### config.mk
export PLATFORM = sky130hd
export DESIGN_NAME = pc_pipeline
export DESIGN_NICKNAME = d
export VERILOG_FILES = /design/src/rtl/pc_pkg.sv /design/src/rtl/pc_stage_reg.sv /design/src/rtl/pc_pipeline.sv
export SDC_FILE = /design/constraint.sdc
export NUM_CORES = 1
export LEC_CHECK = 0
export ABC_AREA = 1
export CAP_MARGIN = 20
export CORE_MARGIN = 4
export CORE_UTILIZATION = 60
export DETAILED_ROUTE_END_ITERATION = 10
export DONT_BUFFER_PORTS = 1
export GPL_TIMING_DRIVEN = 0
export PLACE_DENSITY = 0.76
export SLEW_MARGIN = 40
export SYNTH_ARGS = -nofsm -noshare
export SYNTH_HDL_FRONTEND = slang
export SYNTH_HIERARCHICAL = 1
export SYNTH_SLANG_ARGS = --single-unit
### constraint.sdc
create_clock -name clk -period 2.02 [get_ports clk]
set_clock_uncertainty 0.05 [all_clocks]
set_input_delay 0.505 -clock clk [delete_from_list [all_inputs] [get_ports clk]]
set_output_delay 0.505 -clock clk [all_outputs]
set_load 0.01 [all_outputs]
### src/rtl/pc_pkg.sv
// Shared constants and types for the fetch-PC pipeline.
//   DefaultWidth       : default PC width
//   DefaultResetVector : fetch PC after reset
//   DefaultInc         : sequential fetch increment
//   pc_stage_t         : one tracked stage, {valid, pc}
package pc_pkg;

  localparam int unsigned DefaultWidth       = 32;
  localparam logic [31:0] DefaultResetVector = 32'h0000_0060;
  localparam int unsigned DefaultInc         = 4;

  typedef struct packed {
    logic                    valid;
    logic [DefaultWidth-1:0] pc;
  } pc_stage_t;

endpackage

### src/rtl/pc_stage_reg.sv
// Single pipeline stage register holding a valid bit and a PC.
// Ports:
//   clk, rst         : clock, asynchronous active-high reset
//   hold             : keep current contents (takes priority over load)
//   clear            : load the PC but force valid low (squash)
//   in_valid, in_pc  : value to load
//   out_valid, out_pc: current contents
module pc_stage_reg
  import pc_pkg::*;
#(
  parameter int unsigned WIDTH = DefaultWidth
) (
  input  logic             clk,
  input  logic             rst,
  input  logic             hold,
  input  logic             clear,
  input  logic             in_valid,
  input  logic [WIDTH-1:0] in_pc,
  output logic             out_valid,
  output logic [WIDTH-1:0] out_pc
);

  logic             valid_q, valid_d;
  logic [WIDTH-1:0] pc_q, pc_d;

  always_comb begin
    valid_d = valid_q;
    pc_d    = pc_q;
    if (!hold) begin
      // A squash still shifts the PC; only the valid bit is dropped.
      valid_d = in_valid & ~clear;
      pc_d    = in_pc;
    end
  end

  always_ff @(posedge clk or posedge rst) begin
    if (rst) begin
      valid_q <= 1'b0;
      pc_q    <= '0;
    end else begin
      valid_q <= valid_d;
      pc_q    <= pc_d;
    end
  end

  assign out_valid = valid_q;
  assign out_pc    = pc_q;

endmodule

### src/rtl/pc_pipeline.sv
// Fetch PC generator with DEPTH tracked downstream stages.
// Ports:
//   clk, rst        : clock, asynchronous active-high reset
//   stall           : hold fetch PC and all stages
//   redirect        : load redirect_target (word aligned) and squash stages
//   redirect_target : new fetch PC
//   pc_out          : current fetch PC
//   stage_pc        : flattened DEPTH x WIDTH, stage i at [i*WIDTH +: WIDTH], 0 youngest
//   stage_valid     : valid bit per stage
//   retire_valid    : oldest stage leaves the pipeline on this edge
//   retire_pc       : PC of the oldest stage
//   misalign        : one-cycle pulse after a redirect with target[1:0] != 0
module pc_pipeline
  import pc_pkg::*;
#(
  parameter int unsigned      WIDTH        = DefaultWidth,
  parameter logic [WIDTH-1:0] RESET_VECTOR = WIDTH'(DefaultResetVector),
  parameter int unsigned      DEPTH        = 3,
  parameter int unsigned      INC          = DefaultInc
) (
  input  logic                   clk,
  input  logic                   rst,
  input  logic                   stall,
  input  logic                   redirect,
  input  logic [WIDTH-1:0]       redirect_target,
  output logic [WIDTH-1:0]       pc_out,
  output logic [DEPTH*WIDTH-1:0] stage_pc,
  output logic [DEPTH-1:0]       stage_valid,
  output logic                   retire_valid,
  output logic [WIDTH-1:0]       retire_pc,
  output logic                   misalign
);

  logic [WIDTH-1:0] pc_q, pc_d;
  logic             misalign_q, misalign_d;
  logic             hold;

  logic [DEPTH-1:0] st_valid;
  logic [WIDTH-1:0] st_pc [DEPTH];

  // Redirect wins over stall, so a stall only freezes state when no redirect is present.
  assign hold = stall & ~redirect;

  always_comb begin
    pc_d       = pc_q + WIDTH'(INC);
    misalign_d = 1'b0;
    if (redirect) begin
      pc_d       = {redirect_target[WIDTH-1:2], 2'b00};
      misalign_d = |redirect_target[1:0];
    end else if (stall) begin
      pc_d = pc_q;
    end
  end

  always_ff @(posedge clk or posedge rst) begin
    if (rst) begin
      pc_q       <= RESET_VECTOR;
      misalign_q <= 1'b0;
    end else begin
      pc_q       <= pc_d;
      misalign_q <= misalign_d;
    end
  end

  for (genvar i = 0; i < DEPTH; i++) begin : g_stage
    logic             in_valid;
    logic [WIDTH-1:0] in_pc;

    if (i == 0) begin : g_head
      assign in_valid = 1'b1;
      assign in_pc    = pc_q;
    end else begin : g_body
      assign in_valid = st_valid[i-1];
      assign in_pc    = st_pc[i-1];
    end

    pc_stage_reg #(
      .WIDTH(WIDTH)
    ) u_stage (
      .clk      (clk),
      .rst      (rst),
      .hold     (hold),
      .clear    (redirect),
      .in_valid (in_valid),
      .in_pc    (in_pc),
      .out_valid(st_valid[i]),
      .out_pc   (st_pc[i])
    );

    assign stage_pc[i*WIDTH +: WIDTH] = st_pc[i];
  end

  assign pc_out       = pc_q;
  assign stage_valid  = st_valid;
  assign retire_valid = st_valid[DEPTH-1] & ~stall & ~redirect;
  assign retire_pc    = st_pc[DEPTH-1];
  assign misalign     = misalign_q;

endmodule

# Yosys cells after proc, flatten, opt, wreduce, memory -nomap -nowiden
# Index checks and enable logic that the tools add are counted.
op_classes:
  addsub: 1
  bitwise_logic: 7
  eq_ne: 1
  mux: 3
  reduce_logical: 1
op_table:
  columns: ["op", "count"]
  rows:
  - ["2-to-1 mux 32 bit", 2]
  - ["adder 32 x 3 -> 32 bit, second input constant", 1]
  - ["AND 1 bit", 5]
  - ["inequality test 2 x 1 -> 1 bit, second input constant", 1]
  - ["inverter 1 bit", 2]
  - ["OR reduction 2 bit", 1]
  - ["2-to-1 mux 1 bit", 1]
totals:
  out_inout_bits: 165
  register_bits: 132
  word_cells: 21
  input_bits: 36

# Depth between registers and ports, before layout
# Gate-level depths: netlist of the first run.
logic_depth:
  ltp_word: 3
  mapped_depth: 9
  depth_no_buf: 9

# By module
# The synthesis of the first run kept the hierarchy.
by_module_without_submodules:
  columns: ["module", "seq_area_each_um2", "cells_per_inst", "instances", "area_each_um2"]
  rows:
  - ["pc_stage_reg", 825.8, 142, 3, 1317.5]
  - ["pc_pipeline", 778.2, 387, 1, 2531.2]

# Least setup slack after synthesis of the first run
# Ideal clock, no wire load.
synth_path:
  path_type: "input to output"
  startpoint: "in redirect"
  endpoint: "out retire_valid"
  n_path_buf: 2
  setup_slack_ns: 0.403
  arrival_time_ns: 1.062
  t_required_ns: 1.465
  stages: 3
  path_cell_list: "buf_2 clkbuf_1 nor2_1"
synth_between:
  elab_chain_cells: 2
synth_rtl:
  columns: ["item", "line_no", "text"]
  rows:
  - ["start: declaration", "pc_pipeline.sv:24", "input logic redirect,"]
  - ["inverter 1 bit", "pc_pipeline.sv:95", "assign retire_valid = st_valid[DEPTH-1] & ~stall & ~redirect;"]
  - ["AND 1 bit", "pc_pipeline.sv:95", null]
  - ["end: declaration", "pc_pipeline.sv:29", "output logic retire_valid,"]
# No other way between the ends.

# Final worst setup path of the first run
layout_path:
  startpoint: "reg g_stage[2].u_stage.valid_q"
  endpoint: "out retire_valid"
layout_between:
  elab_chain_cells: 2
layout_rtl:
  columns: ["item", "line_no", "text"]
  rows:
  - ["start: declaration", "pc_stage_reg.sv:23", "logic valid_q, valid_d;"]
  - ["start signal: assignment", "pc_stage_reg.sv:41", "valid_q <= valid_d;"]
  - ["AND 1 bit (2 in a row)", "pc_pipeline.sv:95", null]
# No other way between the ends.

==> metrics.log, run 1 <==
[metrics] post-route insts no fill: 984
[metrics] part of the Yosys area used for sequential elements: 0.502
[metrics] Die Footprint: 12500 um2
[metrics] power per cell area: 1040 nW/um2
[metrics] CTS clk-pin slew, worst paths: 0.06 ns
[metrics] Avg Inst Size Synth: 7.98 um2
[metrics] proportion of layout cells with a drive suffix above 1: 0.179
[metrics] maximum number of pins on one net before global-route repair: 34
[metrics] Critical Path Sink Type: primary output
[metrics] time the worst path needs with I/O delays and setup: 1.89 ns
[metrics] leakage power summed over all cells: 3.80 nW
[metrics] die width: 112 um
[metrics] Clock Tree Buf Depth: 2
[metrics] cell type with the highest aggregate area in the netlist: sky130_fd_sc_hd__dfrtp_1
[metrics] number of buffers inserted by post-CTS setup repair: 0
[metrics] Max Clk Rate: 0.528 GHz
[metrics] clk_lat worst skew: 0.51 ns
[metrics] share of the synthesized area in the top cell type: 0.494
[metrics] drt wl/cell: 16.6 um
[metrics] critical path arrival: 1.34 ns
[metrics] unrepaired setup endpoints after global routing: false
[metrics] initial DRC count: 382
[metrics] final number of max-transition violations: 0
[metrics] hold buffer count at cts: 1
[metrics] die extent in y: 112 um
[metrics] startpoint class of the critical path: flip-flop
[metrics] post-route standard cell area excluding fillers: 7280 um2
[metrics] antenna violations before repair: 0
[metrics] IO buf count: 0
[metrics] highest-delay cell along the critical path: sky130_fd_sc_hd__dfrtp_1
[metrics] Layout Nets: 873
[metrics] vias per cell: 5.28
[metrics] Final HPWL DP: 12.2 mm
[metrics] final worst-path cycle share: 0.937
[metrics] core area: 10400 um2
[metrics] number of global-route vias before repair: 5239
[metrics] total number of clock tree sinks: 130
[metrics] number of H-tree branching levels: 4
[metrics] post-place instance area: 6670 um2
[metrics] post-cts sizing count: 0
[metrics] slew at the pin closest to its max-slew limit: 0.706 ns
[metrics] peak ir drop on the vdd network: 477 uV
[metrics] Hold Crit Class: in -> reg
[metrics] required time reported for the critical path endpoint: 1.46 ns
[metrics] TNS Setup: 0 ns
[metrics] top flip-flop cell by instance count after synthesis: sky130_fd_sc_hd__dfrtp_1
[metrics] longest individual stage delay on the worst path: 0.51 ns
[metrics] outcome: completed
[metrics] detailed-routing iteration count for the pre-antenna-repair pass: 5
[metrics] number of flops mapped to enable cells by yosys: 0
[metrics] number of core rows: 37
[metrics] Area contributors post-synth: sky130_fd_sc_hd__dfrtp_1, sky130_fd_sc_hd__nand2_1, sky130_fd_sc_hd__buf_4, sky130_fd_sc_hd__nand3_1, sky130_fd_sc_hd__nand2_2
[metrics] most frequent cells after synthesis: sky130_fd_sc_hd__nand2_1, sky130_fd_sc_hd__dfrtp_1, sky130_fd_sc_hd__nand3_1
[metrics] DP Worst Slack: 0.276 ns
[metrics] max-capacitance violation count: 0
[metrics] gate count of the mapped netlist: 813
[metrics] Post-route DRC: 0
[metrics] post-layout util: 0.698
[metrics] CTS tree: yes
[metrics] Synth warnings: 6
[metrics] worst relative slew slack: 0.529
[metrics] post-synthesis cell area: 6480 um2
[metrics] final weighted congestion in routability-driven placement: 0.953
[metrics] Placed Instances: 952
[metrics] Initial Utilization: 0.622
[metrics] total of flip-flops plus latches after synthesis: 130
[metrics] Max FO, Critical Path: 3
[metrics] most common cell in the synthesized netlist: sky130_fd_sc_hd__nand2_1
[metrics] crit path kind: reg -> out
[metrics] layout overhead on the synthesized area: 12.2%
[metrics] vias after detailed routing: 5194
[metrics] fraction of synthesis flops using an asynchronous set or reset pin: 1.00
[metrics] first-pass GRT wire length: 26.8 mm
[metrics] cell breakdown of the critical path: nand2_1, nor2_1
[metrics] Hold Violations, Final: 0
[metrics] number of CTS-inserted buffers: 17
[metrics] Total Routing Usage GR: 0.265
[metrics] number of primary I/O pins: 201
[metrics] count of final setup violators: 0
[metrics] total wirelength of the detailed-routed design: 16.3 mm
[metrics] Synth cell types: 28
[metrics] final setup margin: 0.127 ns
[metrics] Root Buffer: sky130_fd_sc_hd__clkbuf_8
[metrics] residual antenna-violating net count after detailed routing: 0
[metrics] sum of overflow across all layers after global routing: 0
[metrics] total inserted antenna cells: 0
state kept, by name, summed over array words and instances (netlist names):
| register | count |
|---|---|
| g_stage.u_stage/out_pc | 96 |
| pc_out | 30 |
| g_stage.u_stage/out_valid | 3 |
| misalign | 1 |
worst paths after layout:
check / startpoint / endpoint / cells past startpoint / slack [ns]
setup / recovery: g_stage[2].u_stage/out_valid / retire_valid / 2 / 0.13
hold / removal: redirect_target[0] / misalign / 2 / 0.08
setup reg to reg: pc_out[3] / pc_out[16] / 8 / 0.32
min in group asynchronous: rst / g_stage[0].u_stage/out_pc[6] / 2 / 0.63
hold reg to reg: g_stage[1].u_stage/out_valid / g_stage[1].u_stage/out_valid / 2 / 0.46
max in group asynchronous: rst / pc_out[27] / 2 / 0.80
cell families (layout without fill, tap and decap cells):
logic type                 count (synthesis)  after routing  synth area share
buffers and inverters                    115            147             0.116
xor gates and xnor gates                   7              7           0.00946
AOI/OAI and AO/OA                         27             27            0.0239
adders and majority gates                  1              1           0.00193
other                                      2              5           0.00116
DFF                                      130            130             0.502
and+or+nand+nor                          531            531             0.345
placed cells by master, fill, tap and decap left out, types with 8 or more instances in the layout:
master                      instances
sky130_fd_sc_hd__nor2_4             8
sky130_fd_sc_hd__dfrtp_1          128
sky130_fd_sc_hd__nand3_1           52
sky130_fd_sc_hd__nand2_1          393
sky130_fd_sc_hd__nand2_2           32
sky130_fd_sc_hd__clkbuf_16         16
sky130_fd_sc_hd__o21ai_0           14
sky130_fd_sc_hd__nor2_2             8
sky130_fd_sc_hd__buf_4             43
sky130_fd_sc_hd__inv_1             43
sky130_fd_sc_hd__nor2_1            34
sky130_fd_sc_hd__buf_6             12
power breakdown:
part           switching [mW]  total, mW  internal, mW  leakage (nW)
sequential              0.613       3.55          2.94          1.60
combinational           0.535      0.922         0.386          1.90
clock                    1.17       3.10          1.93         0.294
worst max-delay path: cells and delay by family, from the launching register on:
kind          cells  cell delay, ns
simple gates      2            0.33
flops             1            0.51
metal layers:
| layer | part of all wire | global-route usage |
|---|---|---|
| met4 | 0.022 | 0.0785 |
| met2 | 0.48 | 0.438 |
| met3 | 0.085 | 0.0837 |
| met5 | 0 | 0 |
| met1 | 0.41 | 0.337 |
through the flow:
stage          hold slack, ns  power [mW]
3_5_place_dp            0.447        4.51
4_1_cts                0.0561        7.64
6_report               0.0767        7.57
2_1_floorplan           0.422        4.20
3_3_place_gp            0.444        4.46
5_1_grt                0.0469        7.94
cell type report:
cell class / instances / area (um2)
fill: 857 / 3140
sequential: 130 / 3260
inverter: 50 / 210
timing repair buffer: 1 / 10.0
clock buffer: 18 / 428
clock inverter: 13 / 173
buffer: 65 / 543
tap: 136 / 170
multi-input combinational: 571 / 2490
(Power assumes the default switching activity.)
==> run 2: changes to the inputs <==
--- a/config.mk
+++ b/config.mk
@@ -13,6 +13,7 @@
 export DONT_BUFFER_PORTS = 1
 export GPL_TIMING_DRIVEN = 0
 export PLACE_DENSITY = 0.76
+export REMOVE_ABC_BUFFERS = 1
 export SLEW_MARGIN = 40
 export SYNTH_ARGS = -nofsm -noshare
 export SYNTH_HDL_FRONTEND = slang
==> metrics.log, run 2 (synthesized netlist as in run 1, its figures left out) <==
[metrics] highest-delay cell along the critical path: sky130_fd_sc_hd__dfrtp_1 (unchanged)
[metrics] die extent in y: 112 um (unchanged)
[metrics] Initial Utilization: 0.622 (unchanged)
[metrics] power per cell area: 1040 nW/um2 (about the same)
[metrics] die width: 112 um (unchanged)
[metrics] final setup margin: 0.195 ns (was 0.127 ns)
[metrics] Placed Instances: 892 (was 952)
[metrics] crit path kind: reg -> out (unchanged)
[metrics] core area: 10400 um2 (unchanged)
[metrics] Hold Violations, Final: 0 (unchanged)
[metrics] longest individual stage delay on the worst path: 0.44 ns (was 0.51 ns)
[metrics] total wirelength of the detailed-routed design: 15.6 mm (was 16.3 mm)
[metrics] CTS clk-pin slew, worst paths: 0.06 ns (about the same)
[metrics] clk_lat worst skew: 0.52 ns (was 0.51 ns)
[metrics] number of global-route vias before repair: 4848 (was 5239)
[metrics] slew at the pin closest to its max-slew limit: 0.674 ns (was 0.706 ns)
[metrics] cell-internal power: 4.88 mW (was 5.26 mW)
[metrics] startpoint class of the critical path: flip-flop (unchanged)
[metrics] leakage power summed over all cells: 3.49 nW (was 3.80 nW)
[metrics] Max FO, Critical Path: 3 (unchanged)
[metrics] IO buf count: 0 (unchanged)
[metrics] unrepaired setup endpoints after global routing: false (unchanged)
[metrics] total inserted antenna cells: 0 (unchanged)
[metrics] max-capacitance violation count: 0 (unchanged)
[metrics] Clock Tree Buf Depth: 2 (unchanged)
[metrics] drt wl/cell: 16.9 um (was 16.6 um)
[metrics] sum of internal, switching and leakage power: 7.08 mW (was 7.57 mW)
[metrics] proportion of layout cells with a drive suffix above 1: 0.120 (was 0.179)
[metrics] number of buffers inserted by post-CTS setup repair: 0 (unchanged)
[metrics] final worst-path cycle share: 0.903 (was 0.937)
[metrics] Critical Path Sink Type: primary output (unchanged)
[metrics] Root Buffer: sky130_fd_sc_hd__clkbuf_8 (unchanged)
[metrics] required time reported for the critical path endpoint: 1.46 ns (about the same)
[metrics] layout overhead on the synthesized area: 5.00% (was 12.2%)
[metrics] kind of cell adding the most delay to the critical path: flip-flops (unchanged)
[metrics] number of CTS-inserted buffers: 17 (unchanged)
[metrics] final weighted congestion in routability-driven placement: 0.848 (was 0.953)
[metrics] most common library cell in the layout ignoring fill and taps: sky130_fd_sc_hd__nand2_1 (unchanged)
[metrics] Final HPWL DP: 10.8 mm (was 12.2 mm)
[metrics] highest-count cells in the layout ignoring fill and taps: sky130_fd_sc_hd__nand2_1, sky130_fd_sc_hd__dfrtp_1, sky130_fd_sc_hd__nand3_1, sky130_fd_sc_hd__inv_1, sky130_fd_sc_hd__nor2_1 (was sky130_fd_sc_hd__nand2_1, sky130_fd_sc_hd__dfrtp_1, sky130_fd_sc_hd__nand3_1, sky130_fd_sc_hd__inv_1, sky130_fd_sc_hd__buf_4)
[metrics] peak ir drop on the vdd network: 512 uV (was 477 uV)
[metrics] switching part of the total: 0.311 (was 0.306)
[metrics] outcome: completed (unchanged)
[metrics] initial DRC count: 441 (was 382)
[metrics] number of H-tree branching levels: 4 (unchanged)
[metrics] residual antenna-violating net count after detailed routing: 0 (unchanged)
[metrics] antenna violations before repair: 0 (unchanged)
[metrics] DP Worst Slack: -0.321 ns (was 0.276 ns)
[metrics] worst relative slew slack: 0.550 (was 0.529)
[metrics] Largest register FFs: 96 (unchanged)
[metrics] vias after detailed routing: 4974 (was 5194)
[metrics] number of core rows: 37 (unchanged)
[metrics] Die Footprint: 12500 um2 (unchanged)
[metrics] critical path arrival: 1.27 ns (was 1.34 ns)
[metrics] Hold Crit Class: in -> reg (unchanged)
[metrics] net load switching power: 2.20 mW (was 2.31 mW)
[metrics] time the worst path needs with I/O delays and setup: 1.82 ns (was 1.89 ns)
[metrics] detailed-routing iteration count for the pre-antenna-repair pass: 5 (unchanged)
[metrics] Total Routing Usage GR: 0.258 (was 0.265)
[metrics] post-route insts no fill: 925 (was 984)
[metrics] number of primary I/O pins: 201 (unchanged)
[metrics] Clk pwr share: 0.399 (was 0.409)
[metrics] Max Clk Rate: 0.548 GHz (was 0.528 GHz)
[metrics] Layout Nets: 813 (was 873)
[metrics] total number of clock tree sinks: 130 (unchanged)
[metrics] cell breakdown of the critical path: nand2_1, nor2_1 (unchanged)
[metrics] maximum number of pins on one net before global-route repair: 34 (unchanged)
[metrics] sequential cell fraction of total power: 0.505 (was 0.469)
[metrics] vias per cell: 5.38 (was 5.28)
[metrics] Post-route DRC: 0 (unchanged)
[metrics] first-pass GRT wire length: 25.9 mm (was 26.8 mm)
[metrics] count of final setup violators: 0 (unchanged)
[metrics] Critical path buffers and inverters: 0 (unchanged)
[metrics] final number of max-transition violations: 0 (unchanged)
[metrics] combinational cell fraction of total power: 0.096 (was 0.122)
[metrics] sum of overflow across all layers after global routing: 0 (unchanged)
[metrics] CTS tree: yes (unchanged)
## run 2: per-stage QoR
step / setup TNS (ns) / hold slack, ns / instance area (um2) / utilization
2_1_floorplan: -65.60 / 0.477 / 5950 / -
3_3_place_gp: -169.43 / 0.498 / 6120 / 0.588
3_5_place_dp: -12.01 / 0.476 / 6240 / 0.599
4_1_cts: 0 / 0.0433 / 6800 / 0.653
5_1_grt: 0 / 0.0572 / 6810 / 0.654
6_report: 0 / 0.0541 / 6810 / 0.654
## run 2: power groups by stage
stage / Sequential (mW) / Clock [mW] / Combinational [mW]
detailed placement: 3.63 / 0 / 0.672
finish: 3.58 / 2.82 / 0.680
floorplan: 3.48 / 0 / 0.525
global placement: 3.61 / 0 / 0.613
global route: 3.63 / 2.99 / 0.796
CTS: 3.59 / 2.87 / 0.688
## run 2: final timing paths
path	slack, ns	startpoint	cells past startpoint	end
setup / recovery	0.20	g_stage[2].u_stage/out_valid	2	retire_valid
hold / removal	0.05	redirect_target[0]	2	misalign
setup reg to reg	0.33	pc_out[3]	8	pc_out[14]
hold reg to reg	0.51	g_stage[1].u_stage/out_pc[31]	2	g_stage[2].u_stage/out_pc[31]
max in group asynchronous	0.87	rst	2	pc_out[22]
min in group asynchronous	0.57	rst	2	g_stage[0].u_stage/out_valid
## run 2: routing by layer
| metal | vias to the layer above | wire length [um] | global-route usage |
|---|---|---|---|
| met5 | - | 0 | 0 |
| met1 | 2355 | 6600 | 0.340 |
| met4 | 0 | 410 | 0.0986 |
| li1 | 2359 | - | - |
| met3 | 34 | 1180 | 0.0717 |
| met2 | 226 | 7460 | 0.409 |
## run 2: timing repair
action                                 4_1_cts  5_1_grt
resized for setup                            0        0
endpoints found under the hold margin      128        0
setup endpoints to repair                    0        0
hold buffers                                 1        0
## run 2: final cells by class
class	instances	area (um2)
Fill cell	834	3610
Sequential cell	130	3260
Multi-Input combinational cell	571	2490
Clock buffer	20	445
Inverter	50	214
Tap cell	136	170
Timing Repair Buffer	6	123
Clock inverter	12	109
